--- src/rtl/cntdown_timer.sv ---
// rtl/cntdown_timer.sv - loadable down-counter/timer with terminal-count pulse
//
// Counts a loaded value down to zero, then pulses tc for one cycle.
// Optional periodic mode is compiled in by defining CNTDOWN_AUTORELOAD_EN.
// Without it the timer is one-shot only and auto_reload is ignored.
//
// Ports:
//   clk         rising-edge clock
//   rst         synchronous active-low reset
//   en          count enable; decrement allowed when high while running
//   load        load strobe; captures load_val, highest priority after reset
//   load_val    start/reload value (N bits)
//   auto_reload periodic mode select, sampled every cycle
//   cnt         current count (registered)
//   tc          terminal-count pulse (registered, high only in DONE)
//   busy        high while running (registered)

module cntdown_timer #(
  parameter int N = 7
) (
  input  logic         clk,
  input  logic         rst,
  input  logic         en,
  input  logic         load,
  input  logic [N-1:0] load_val,
  input  logic         auto_reload,
  output logic [N-1:0] cnt,
  output logic         tc,
  output logic         busy
);

  typedef enum logic [1:0] {
    IDLE = 2'd0,
    RUN  = 2'd1,
    DONE = 2'd2
  } state_t;

  state_t state;

  // periodic: high when the timer should restart itself after terminal count.
  // reload_val: value restored into cnt on the RUN->DONE transition.
  logic         periodic;
  logic [N-1:0] reload_val;

`ifdef CNTDOWN_AUTORELOAD_EN
  logic [N-1:0] reload_q;

  always_ff @(posedge clk) begin
    if (!rst) begin
      reload_q <= '0;
    end else if (load) begin
      reload_q <= load_val;
    end
  end

  assign periodic   = auto_reload;
  assign reload_val = reload_q;
`else
  // One-shot build: the mode input is deliberately left without effect.
  logic unused_auto_reload;
  assign unused_auto_reload = auto_reload;
  assign periodic           = 1'b0;
  assign reload_val         = '0;
`endif

  // tc and busy are written alongside state so each always equals the
  // decode of the state being entered; nothing combinational reaches a port.
  always_ff @(posedge clk) begin
    if (!rst) begin
      state <= IDLE;
      cnt   <= '0;
      tc    <= 1'b0;
      busy  <= 1'b0;
    end else if (load) begin
      cnt <= load_val;
      tc  <= 1'b0;
      if (load_val != '0) begin
        state <= RUN;
        busy  <= 1'b1;
      end else begin
        state <= IDLE;
        busy  <= 1'b0;
      end
    end else begin
      case (state)
        IDLE: begin
          tc   <= 1'b0;
          busy <= 1'b0;
        end
        RUN: begin
          if (en) begin
            // cnt is never 0 in RUN (a zero load goes to IDLE), so the
            // terminal test also covers that case and no wrap can occur.
            if (cnt <= N'(1)) begin
              state <= DONE;
              cnt   <= periodic ? reload_val : '0;
              tc    <= 1'b1;
              busy  <= 1'b0;
            end else begin
              cnt <= cnt - N'(1);
            end
          end
        end
        DONE: begin
          // One cycle only; cnt holds whether or not en is high.
          tc <= 1'b0;
          if (periodic) begin
            state <= RUN;
            busy  <= 1'b1;
          end else begin
            state <= IDLE;
            busy  <= 1'b0;
          end
        end
        default: begin
          state <= IDLE;
          cnt   <= '0;
          tc    <= 1'b0;
          busy  <= 1'b0;
        end
      endcase
    end
  end

endmodule

--- config.mk ---
export PLATFORM = sky130hd
export DESIGN_NAME = cntdown_timer
export DESIGN_NICKNAME = d
export VERILOG_FILES = /design/src/rtl/cntdown_timer.sv
export SDC_FILE = /design/constraint.sdc
export NUM_CORES = 1
export LEC_CHECK = 0
export BUFFER_PORTS_ARGS = -buffer_cell sky130_fd_sc_hd__buf_2
export CORE_MARGIN = 5
export CORE_UTILIZATION = 50
export CTS_CLUSTER_DIAMETER = 60
export CTS_CLUSTER_SIZE = 10
export DETAILED_ROUTE_END_ITERATION = 8
export GPL_TIMING_DRIVEN = 0
export PLACE_DENSITY = 0.77
export SLEW_MARGIN = 20
export SYNTH_ARGS = -nofsm -noshare
export SYNTH_HDL_FRONTEND = slang
export SYNTH_SLANG_ARGS = --single-unit
--- constraint.sdc ---
create_clock -name clk -period 3.2 [get_ports clk]
set_clock_uncertainty 0.15 [all_clocks]
set_input_delay 0.64 -clock clk [delete_from_list [all_inputs] [get_ports clk]]
set_output_delay 0.64 -clock clk [all_outputs]
set_load 0.03 [all_outputs]
Yosys cells after proc, flatten, opt, wreduce, memory -nomap -nowiden
Index checks and enable logic that the tools add are counted.
W data, S select, Z words.
{"block": "totals", "reg_bits": 11, "input_bits": 12, "wordCells": 36}
{"block": "classes", "add_sub_neg": 1, "n_lt_le_gt_ge": 1, "n_eq_ne": 6, "mux": 14, "n_bitwise": 2, "n_reduce_logical": 8}
{"cell": "$mux W7", "n": 3}
{"cell": "$pmux W7 S2", "n": 1}
{"cell": "$le A7 B1 Y1 const B", "n": 1}
{"cell": "$reduce_bool A7 Y1", "n": 1}
{"cell": "$sub A7 B1 Y7 const B", "n": 1}
{"cell": "$mux W1", "n": 6}
{"cell": "$mux W2", "n": 3}
{"cell": "$ne A3 B3 Y1 const B", "n": 2}
{"cell": "$reduce_and A2 Y1", "n": 3}
{"cell": "$pmux W2 S2", "n": 1}
{"cell": "$reduce_and A3 Y1", "n": 1}
{"cell": "$reduce_or A3 Y1", "n": 1}
{"cell": "$eq A2 B1 Y1 const B", "n": 1}
{"cell": "$eq A2 B2 Y1 const B", "n": 1}
{"cell": "$logic_not A2 Y1", "n": 1}
{"cell": "$ne A2 B1 Y1 const B", "n": 1}
{"cell": "$ne A2 B2 Y1 const B", "n": 1}
{"cell": "$not A1 Y1", "n": 2}
{"cell": "$reduce_or A2 Y1", "n": 1}

Logic depth before layout (Yosys ltp)
Gate-level depths: netlist of run 1.
{"block": "logic_depth", "ltp_word": 5, "depth_mapped": 6}

Least setup slack after synthesis of run 1
No wires, ideal clock.
{"block": "synth_path", "kind": "register to register", "start": "register cnt[1]", "end": "register cnt[0]", "t_arrival_ns": 1.631, "setup_slack_ns": 1.333, "path_stages_with_launch": 7, "n_path_buf": 0, "period_less_slack_ns": 1.867, "path_cell_list": "dfxtp_1 -> inv_1 -> ha_1 -> o21bai_1 -> a31o_2 -> a2bb2oi_1 -> a211oi_1"}
{"block": "synth_between", "elab_chain_len": 5}
{"element": "start, declared", "line_no": "27", "rtl": "output logic [N-1:0] cnt,"}
{"element": "start signal, assigned", "line_no": "75", "rtl": "cnt <= load_val;"}
{"element": "start signal, assigned", "line_no": "96", "rtl": "cnt <= periodic ? reload_val : '0;"}
{"element": "start signal, assigned", "line_no": "100", "rtl": "cnt <= cnt - N'(1);"}
{"element": "$le A7 B1 Y1", "line_no": "94", "rtl": "if (cnt <= N'(1)) begin"}
{"element": "$mux W7", "line_no": "94"}
{"element": "$mux W7", "line_no": "91", "rtl": "if (en) begin"}
{"element": "$pmux W7 S2", "line_no": "85", "rtl": "case (state)"}
{"element": "$mux W7", "line_no": "74", "rtl": "end else if (load) begin"}
Every way passes these cells. The select of a mux whose other input is x is not followed.
A chain may end at the register's enable or synchronous reset.

Final worst setup path of run 1
{"block": "layout_path", "start": "input port load_val[2]", "end": "register state[0]"}
{"block": "layout_between", "elab_chain_len": 3}
{"element": "start, declared", "line_no": "25", "rtl": "input logic [N-1:0] load_val,"}
{"element": "$reduce_bool A7 Y1", "line_no": "77", "rtl": "if (load_val != '0) begin"}
{"element": "$mux W1", "line_no": "77"}
{"element": "$mux W2", "line_no": "74"}
{"element": "end signal, assigned", "line_no": "70", "rtl": "state <= IDLE;"}
{"element": "end signal, assigned", "line_no": "78", "rtl": "state <= RUN;"}
{"element": "end signal, assigned", "line_no": "81", "rtl": "state <= IDLE;"}
{"element": "end, declared", "line_no": "38", "rtl": "state_t state;"}
Every way passes these cells.

==> impl_metrics.json, run 1 <==
{
  "reg2reg_depth": 6,
  "status": "completed",
  "syn_inst": 78,
  "grt_usage_pct": 18.3,
  "maxSlewViolCount": 0,
  "min_path_cells": 2,
  "holdWs_ns": 0.293,
  "multi_input_area_um2": 390,
  "hold_buffers": 0,
  "ctsHtreeMaxLevel": 1,
  "placed_area_um2": 767,
  "swShare_pct": 34.3,
  "cts_tree": "yes",
  "diodes": 0,
  "p_leak_nw": 0.351,
  "path_clk_slew_ns": 0.08,
  "path_max_fanout": 2,
  "dr.first_iter.drc_count": 27,
  "synth_area_leaders": "dfxtp_1, a21oi_1, ha_1",
  "synth_most_common_cell": "dfxtp_1",
  "routed_via_density": 6.23,
  "clock_power_share_pct": 28.6,
  "fin_ws_ns": 1.34,
  "final_nets": 116,
  "hpwl_mm": 1.29,
  "synth_ff_type": "dfxtp_1",
  "postCtsSetupBuffers": 0,
  "clock-sinks": 11,
  "grt_pass1_vias": 616,
  "start_util_pct": 51.5,
  "die_area_mm2": 0.00213,
  "critPathKind": "in2reg",
  "synth.net_count": 92,
  "slew_headroom_pct": 60.1,
  "root_buffer": "clkbuf_4",
  "cp-start-kind": "input port",
  "crit_required_ns": 3.20,
  "synth_edf_count": 0,
  "finalCritPeriodShare_pct": 58.2,
  "synth.avg_cell_area_um2": 8.37,
  "die_width_um": 46.1,
  "grt_pass1_wl_mm": 2.77,
  "async_reset_ff_share_pct": 0,
  "grt_max_degree": 11,
  "netlist_top_cells_count": "dfxtp_1, a21oi_1, inv_1, nand2_1, nor2_1",
  "cts-resized-gates": 0,
  "p_comb_share_pct": 26.2,
  "firstDrtPassIters": 4,
  "netlist_area_um2": 653,
  "p_sw_uw": 118,
  "gp_congestion": 0.824,
  "num_rows": 13,
  "regToRegSetupSlack_ns": 1.41,
  "cts_buffer_depth": 2,
  "hold_violations": 0,
  "ys_warn_count": 0,
  "drive_gt1_share_pct": 30.7,
  "synthDistinctLibCells": 37,
  "netlist.area_leader.share_pct": 33.7,
  "cap_violations": 0,
  "p_int_uw": 227,
  "fill_cells": 114,
  "syn_to_final_growth_pct": 21.6,
  "synth.yosys.seq_area_share_pct": 33.7,
  "powerDensity_mw_per_mm2": 435,
  "yosys.area.top_type": "dfxtp_1",
  "endpoint_kind": "flip-flop",
  "fin_area_um2": 795,
  "arrival_ns": 1.86,
  "reg2reg_from": "cnt[1]",
  "r2r-end": "cnt[0]",
  "min_path_type": "reg2reg",
  "max_freq_ghz": 0.537,
  "clk_latency_ns": 0.28,
  "pre_cts_ws_ns": 1.06,
  "worst_slew_pin_slew_ns": 0.597,
  "ir_drop_mv": 0.281,
  "setup_viol": 0,
  "ioPinCount": 21,
  "ant_nets": 0,
  "min_to": "tc",
  "wire_per_inst_um": 14.5,
  "tns_ns": 0,
  "coreArea_mm2": 0.00127,
  "period_minus_slack_ns": 1.86,
  "drc": 0,
  "min_from": "tc",
  "port_buffers": 19,
  "ys_seq_elements": 11,
  "seq_power_share_pct": 45.2,
  "drt_wl_total_mm": 1.69,
  "via_count": 723,
  "seq_area_um2": 220,
  "grt_overflow": 0,
  "antenna_found_initial": 0,
  "cts_buffers": 3,
  "grt_setup_unrepaired": "no",
  "die_height_um": 46.1
}
state kept, by name, summed over array words and instances (netlist names):
register / cells
cnt: 7
state: 2
busy: 1
tc: 1
cells in the final DEF, fill, tap and decap left out, types with 2 or more instances in the layout:
| cell type | instances |
|---|---|
| a21o_1 | 2 |
| a21oi_1 | 7 |
| buf_2 | 20 |
| clkbuf_4 | 3 |
| dfxtp_1 | 11 |
| ha_1 | 2 |
| inv_1 | 6 |
| nand2_1 | 6 |
| nand4_1 | 2 |
| nor2_1 | 6 |
| nor3_1 | 3 |
| o211ai_1 | 2 |
| o21a_1 | 2 |
| o21ai_0 | 2 |
| o31ai_1 | 2 |
| or4_1 | 2 |
power groups by stage:
stage	logic [mW]	registers, mW	clock network (mW)
2_1_floorplan	0.0498	0.171	0
3_3_place_gp	0.0878	0.159	0
3_5_place_dp	0.0893	0.159	0
4_1_cts	0.0900	0.156	0.100
5_1_grt	0.0993	0.158	0.108
6_report	0.0905	0.156	0.0988
cell type report:
type	instances	area share, %
multi-input cells	58	49.1
repair buffers	19	12.0
plain buffers	3	2.52
clock buffers	3	2.83
inverters	6	2.83
flip-flops and latches	11	27.7
well taps	15	2.36
clock inverters	1	0.630
how the worst max path moves through the flow:
stage	start	endpoint	depth (start not counted)
after floorplan	cnt[1]	cnt[0]	6
after global placement	load_val[2]	state[0]	4
after detailed placement	load_val[2]	state[0]	4
after CTS	cnt[3]	cnt[3]	1
after global routing	load_val[2]	state[0]	4
final	load_val[2]	state[0]	4
stage by stage:
stage / utilization [%] / cells / power [mW]
2_1_floorplan: - / 78 / 0.221
3_3_place_gp: 60.5 / 112 / 0.247
3_5_place_dp: 60.5 / 112 / 0.248
4_1_cts: 62.6 / 116 / 0.346
5_1_grt: 62.6 / 116 / 0.365
6_report: 62.6 / 116 / 0.345
cells by family (layout without fill, tap and decap cells):
kind of cell | after synthesis | after routing | synth area share [%]
AOI/OAI and AO/OA | 30 | 30 | 32.6
adders and majority gates | 2 | 2 | 3.83
buffers and inverters | 9 | 32 | 6.51
DFF | 11 | 11 | 33.7
and+or+nand+nor | 26 | 26 | 23.4
routing by layer:
layer / wire (µm) / global-route usage (%) / vias up
li1: - / - / 344
met1: 681 / 23.4 / 331
met2: 787 / 28.0 / 43
met3: 183 / 3.91 / 5
met4: 34 / 10.2 / 0
met5: 0 / 0 / -
worst max-delay path, stage by stage:
cell and delay [ns]:
buf_2 0.11, or4_1 0.54, o41ai_1 0.45, a21oi_1 0.12
No activity file was read; power rests on OpenSTA's default activity.
==> run 2, diff against run 1 <==
--- a/config.mk
+++ b/config.mk
@@ -7,12 +7,12 @@
 export LEC_CHECK = 0
 export BUFFER_PORTS_ARGS = -buffer_cell sky130_fd_sc_hd__buf_2
 export CORE_MARGIN = 5
-export CORE_UTILIZATION = 50
+export CORE_UTILIZATION = 43
 export CTS_CLUSTER_DIAMETER = 60
 export CTS_CLUSTER_SIZE = 10
 export DETAILED_ROUTE_END_ITERATION = 8
 export GPL_TIMING_DRIVEN = 0
-export PLACE_DENSITY = 0.77
+export PLACE_DENSITY = 0.7
 export SLEW_MARGIN = 20
 export SYNTH_ARGS = -nofsm -noshare
 export SYNTH_HDL_FRONTEND = slang
==> constraint.sdc (replaced) <==
create_clock -name clk -period 1.7 [get_ports clk]
set_clock_uncertainty 0.15 [all_clocks]
set_input_delay 0.34 -clock clk [delete_from_list [all_inputs] [get_ports clk]]
set_output_delay 0.34 -clock clk [all_outputs]
set_load 0.03 [all_outputs]
==> run 2 against run 1 <==
Final cell count is 2.6% higher; core utilization decreased by 5.2 points; sequential cell count unchanged; register-to-register slack got worse by 1.4 ns; design area grew 6.3%; first-iteration DRC count decreased by 3.7%; via count fell by 2.9%; sequential share of layout area decreased by 0.46 points.
==> impl_metrics.json, run 2 (same netlist as run 1, synthesis figures left out) <==
{
  "cp-start-kind": "flip-flop",
  "path_max_fanout": 8,
  "min_path_type": "in2reg",
  "clock-sinks": 11,
  "ioPinCount": 21,
  "fill_cells": 144,
  "path_cells": "or4_1 -> o2111ai_1 -> a31oi_1 -> o21a_1",
  "drive_gt1_share_pct": 36.9,
  "critPathKind": "reg2reg",
  "drc": 0,
  "start_util_pct": 44.4,
  "grt_usage_pct": 14.2,
  "slew_headroom_pct": 68.5,
  "crit_slowest_cell": "or4_1",
  "final_common_cell": "buf_2",
  "firstDrtPassIters": 4,
  "cts_buffers": 3,
  "crit_required_ns": 1.72,
  "ir_drop_mv": 0.453,
  "finalCritPeriodShare_pct": 99.6,
  "grt_pass1_vias": 601,
  "setup_viol": 0,
  "num_rows": 14,
  "final_core_util_pct": 57.4,
  "ant_nets": 0,
  "largest_reg_flops": 7,
  "port_buffers": 19,
  "cp_num_buf_inv": 0,
  "coreArea_mm2": 0.00147,
  "pre_cts_ws_ns": -0.214,
  "top_regs": "cnt x7, state x2",
  "worst_slew_pin_slew_ns": 0.466,
  "grt_max_degree": 11,
  "powerDensity_mw_per_mm2": 791,
  "grt_overflow": 0,
  "gp_congestion": 0.825,
  "drt_wl_total_mm": 1.79,
  "maxSlewViolCount": 0,
  "syn_to_final_growth_pct": 29.3,
  "cts_tree": "yes",
  "grt_pass1_wl_mm": 2.77,
  "placedCellCount": 113,
  "status": "completed",
  "die_width_um": 49.0,
  "die_height_um": 49.0,
  "cap_violations": 0,
  "holdWs_ns": 0.198,
  "path_clk_slew_ns": 0.07,
  "endpoint_kind": "flip-flop",
  "routed_via_density": 5.90,
  "root_buffer": "clkbuf_4",
  "hpwl_mm": 1.30,
  "hold_violations": 0,
  "max_freq_ghz": 0.591,
  "period_minus_slack_ns": 1.69,
  "cts_buffer_depth": 2,
  "arrival_ns": 1.71,
  "final_nets": 118,
  "regMostFlops": "cnt",
  "fin_ws_ns": 0.00710,
  "via_count": 702,
  "dr.first_iter.drc_count": 26,
  "final_cell_count_no_fill": 119,
  "hold_buffers": 0,
  "die_area_mm2": 0.00240,
  "diodes": 0,
  "clk_latency_ns": 0.27,
  "p_leak_nw": 0.368,
  "wire_per_inst_um": 15.1,
  "final_cell_mix": "buf_2, a21oi_1, dfxtp_1",
  "critical-path-top-delay-family": "compound AO/OA/AOI/OAI gates",
  "max_stage_delay_ns": 0.51,
  "antenna_found_initial": 0,
  "ctsHtreeMaxLevel": 1
}
run 2: changes by cell type in the layout (fill, tap and decap cells not counted):
cell      before  now
o21bai_4       0    1
a31o_4         0    1
buf_4          0    2
clkbuf_1       1    2
nor3b_1        1    0
dfxtp_2        0    2
clkinv_2       1    0
nor3b_2        0    1
o21bai_1       1    0
dfxtp_4        0    2
a31o_2         1    0
dfxtp_1       11    7
run 2: layout make-up:
| type | instances | area [µm²] | area share (%) |
|---|---|---|---|
| multi-input cells | 58 | 415 | 49.2 |
| flip-flops and latches | 11 | 230 | 27.3 |
| repair buffers | 21 | 110 | 13.0 |
| clock buffers | 4 | 26.3 | 3.11 |
| inverters | 6 | 22.5 | 2.67 |
| plain buffers | 3 | 20.0 | 2.37 |
| well taps | 16 | 20.0 | 2.37 |
run 2: path summary, 6_finish.rpt:
path | start | endpoint | slack (ns) | cells past startpoint
min | rst | cnt[2] | 0.20 | 2
max reg2reg | cnt[3] | cnt[3] | 0.007 | 4
max | cnt[3] | cnt[3] | 0.007 | 4
min reg2reg | tc | tc | 0.30 | 2
run 2: where the power goes:
part,switching (mW),total (mW),internal (mW)
Clock,0.0944,0.185,0.0910
Combinational,0.109,0.186,0.0771
Sequential,0.0227,0.296,0.273
Total,0.227,0.668,0.441
run 2: per-layer routing:
metal  wire length (µm)  track usage, %
met2                764            20.9
met4                 29            7.17
met1                889            19.6
met3                108            2.75
met5                  0               0
run 2: timing repair:
action,CTS,global route
pin swaps,2,2
setup buffers,0,2
gates resized for setup,4,2
hold endpoints to repair,0,0
endpoints found under the setup margin,4,2
cloned,0,0
run 2: per-stage QoR:
step                      total power, mW  setup TNS [ns]  instance area [µm²]
after floorplan                     0.417         -0.0171                  659
after global placement              0.468          -0.480                  774
after detailed placement            0.470          -0.702                  774
final                               0.668               0                  845
after global routing                0.701         -0.0268                  845
after CTS                           0.653               0                  818
==> run 3, diff against run 2 <==
--- a/config.mk
+++ b/config.mk
@@ -12,7 +12,7 @@
 export CTS_CLUSTER_SIZE = 10
 export DETAILED_ROUTE_END_ITERATION = 8
 export GPL_TIMING_DRIVEN = 0
-export PLACE_DENSITY = 0.7
+export PLACE_DENSITY = 0.79
 export SLEW_MARGIN = 20
 export SYNTH_ARGS = -nofsm -noshare
 export SYNTH_HDL_FRONTEND = slang
==> run 3 against run 2 <==
Total power up 0.64%; combinational power up 4%; via count up 1.3%; critical path depth unchanged; first-iteration DRC count down 42%.
==> impl_metrics.json, run 3 (same netlist as run 1, synthesis figures left out) <==
{
  "final_common_cell": "buf_2",
  "ioPinCount": 21,
  "regMostFlops": "cnt",
  "grt_pass1_vias": 692,
  "dr.first_iter.drc_count": 15,
  "swShare_pct": 33.5,
  "die_height_um": 49.0,
  "fin_ws_ns": 0.0282,
  "tns_ns": 0,
  "finalCritPeriodShare_pct": 98.3,
  "met2_usage_pct": 23.0,
  "port_buffers": 19,
  "ctsHtreeMaxLevel": 1,
  "p_comb_share_pct": 28.9,
  "endpoint_kind": "flip-flop",
  "hpwl_mm": 1.29,
  "clk_latency_ns": 0.28,
  "drt_wl_total_mm": 1.76,
  "p_total_uw": 672,
  "cts_tree": "yes",
  "cts_buffer_depth": 2,
  "grt_use_met1_pct": 19.4,
  "clock-sinks": 11,
  "root_buffer": "clkbuf_4",
  "fill_cells": 144,
  "seq_power_share_pct": 44.0,
  "p_leak_nw": 0.371,
  "min_from": "rst",
  "path_clk_slew_ns": 0.07,
  "ir_drop_mv": 0.418,
  "wire_per_inst_um": 14.7,
  "maxSlewViolCount": 0,
  "drive_gt1_share_pct": 41.3,
  "path_max_fanout": 4,
  "crit_slowest_cell": "or4_1",
  "start_util_pct": 44.4,
  "cp-start-kind": "flip-flop",
  "worstSetupStartpoint": "cnt[5]",
  "path_cells": "or4_1 -> o2111ai_1 -> a31oi_1 -> o21a_1",
  "powerDensity_mw_per_mm2": 777,
  "firstDrtPassIters": 4,
  "min_path_type": "in2reg",
  "grt_max_degree": 11,
  "max_freq_ghz": 0.598,
  "crit_required_ns": 1.72,
  "syn_to_final_growth_pct": 32.4,
  "grt_overflow": 0,
  "critical-path-top-delay-family": "compound AO/OA/AOI/OAI gates",
  "final_core_util_pct": 58.8,
  "p_int_uw": 447,
  "antenna_found_initial": 0,
  "grt_pass1_wl_mm": 2.97,
  "grt_usage_pct": 15.4,
  "final_nets": 119,
  "cap_violations": 0,
  "routed_via_density": 5.93,
  "gp_congestion": 0.785,
  "hold_violations": 0,
  "setup_viol": 0,
  "max_stage_delay_ns": 0.53,
  "arrival_ns": 1.69,
  "die_width_um": 49.0,
  "status": "completed",
  "slew_headroom_pct": 70.3,
  "cts_buffers": 3,
  "via_count": 711,
  "critPathKind": "reg2reg",
  "pre_cts_ws_ns": -0.0810,
  "reg2reg_from": "cnt[5]",
  "die_area_mm2": 0.00240,
  "num_rows": 14,
  "grt_busiest_layer": "met2",
  "largest_reg_flops": 7,
  "final_cell_mix": "buf_2, dfxtp_1, nor2_1, a21oi_1, nand2_1",
  "p_sw_uw": 225,
  "drc": 0,
  "coreArea_mm2": 0.00147,
  "grt_use_met3_pct": 4.59,
  "period_minus_slack_ns": 1.67,
  "clock_power_share_pct": 27.1,
  "ant_nets": 0,
  "cp_num_buf_inv": 0,
  "diodes": 0,
  "worst_slew_pin_slew_ns": 0.440,
  "top_regs": "cnt x7, state x2"
}
==> run 3: final timing paths <==
check,endpoint,slack (ns),cells after the start
worst max-delay path,cnt[3],0.03,4
worst min-delay path,cnt[1],0.20,2
worst min register to register,tc,0.30,2
worst max register to register,cnt[3],0.03,4
==> run 3: power groups by stage <==
stage	combinational (mW)	clock, mW	sequential (mW)
2_1_floorplan	0.0936	0	0.323
3_3_place_gp	0.165	0	0.299
3_5_place_dp	0.168	0	0.300
4_1_cts	0.169	0.187	0.294
5_1_grt	0.213	0.208	0.298
6_report	0.194	0.182	0.295
==> run 3: metrics by stage <==
stage / hold WS (ns) / cells / instance area [µm²]
after floorplan: 0.308 / 78 / 659
after global placement: 0.278 / 113 / 774
after detailed placement: 0.290 / 113 / 774
after CTS: 0.191 / 117 / 803
after global routing: 0.195 / 120 / 865
final: 0.198 / 120 / 865
==> run 3: worst reg2reg max path: cells and delay by family, from the launching register on <==
kind,cells,cell delay (ns)
and+or+nand+nor,1,0.53
AOI/OAI and AO/OA,3,0.54
DFF,1,0.35
==> run 3: timing repair <==
action / 4_1_cts / 5_1_grt
hold buffers: 0 / 0
resized for setup: 1 / 9
endpoints found under the setup margin: 2 / 6
setup buffers: 0 / 3
pin swaps: 3 / 6
==> run 3: layout make-up <==
cell class / count / area [µm²] / area share [%]
buffer: 3 / 20.0 / 2.32
clock buffer: 4 / 26.3 / 3.04
inverter: 6 / 22.5 / 2.60
multi-input combinational: 58 / 428 / 49.5
sequential: 11 / 230 / 26.6
tap: 16 / 20.0 / 2.32
timing repair buffer: 22 / 118 / 13.6
==> run 3: layer usage <==
layer  wire, µm  up-vias
met2        803       32
met1        769      326
met5          0        -
met4         43        0
met3        146        6
li1           -      347
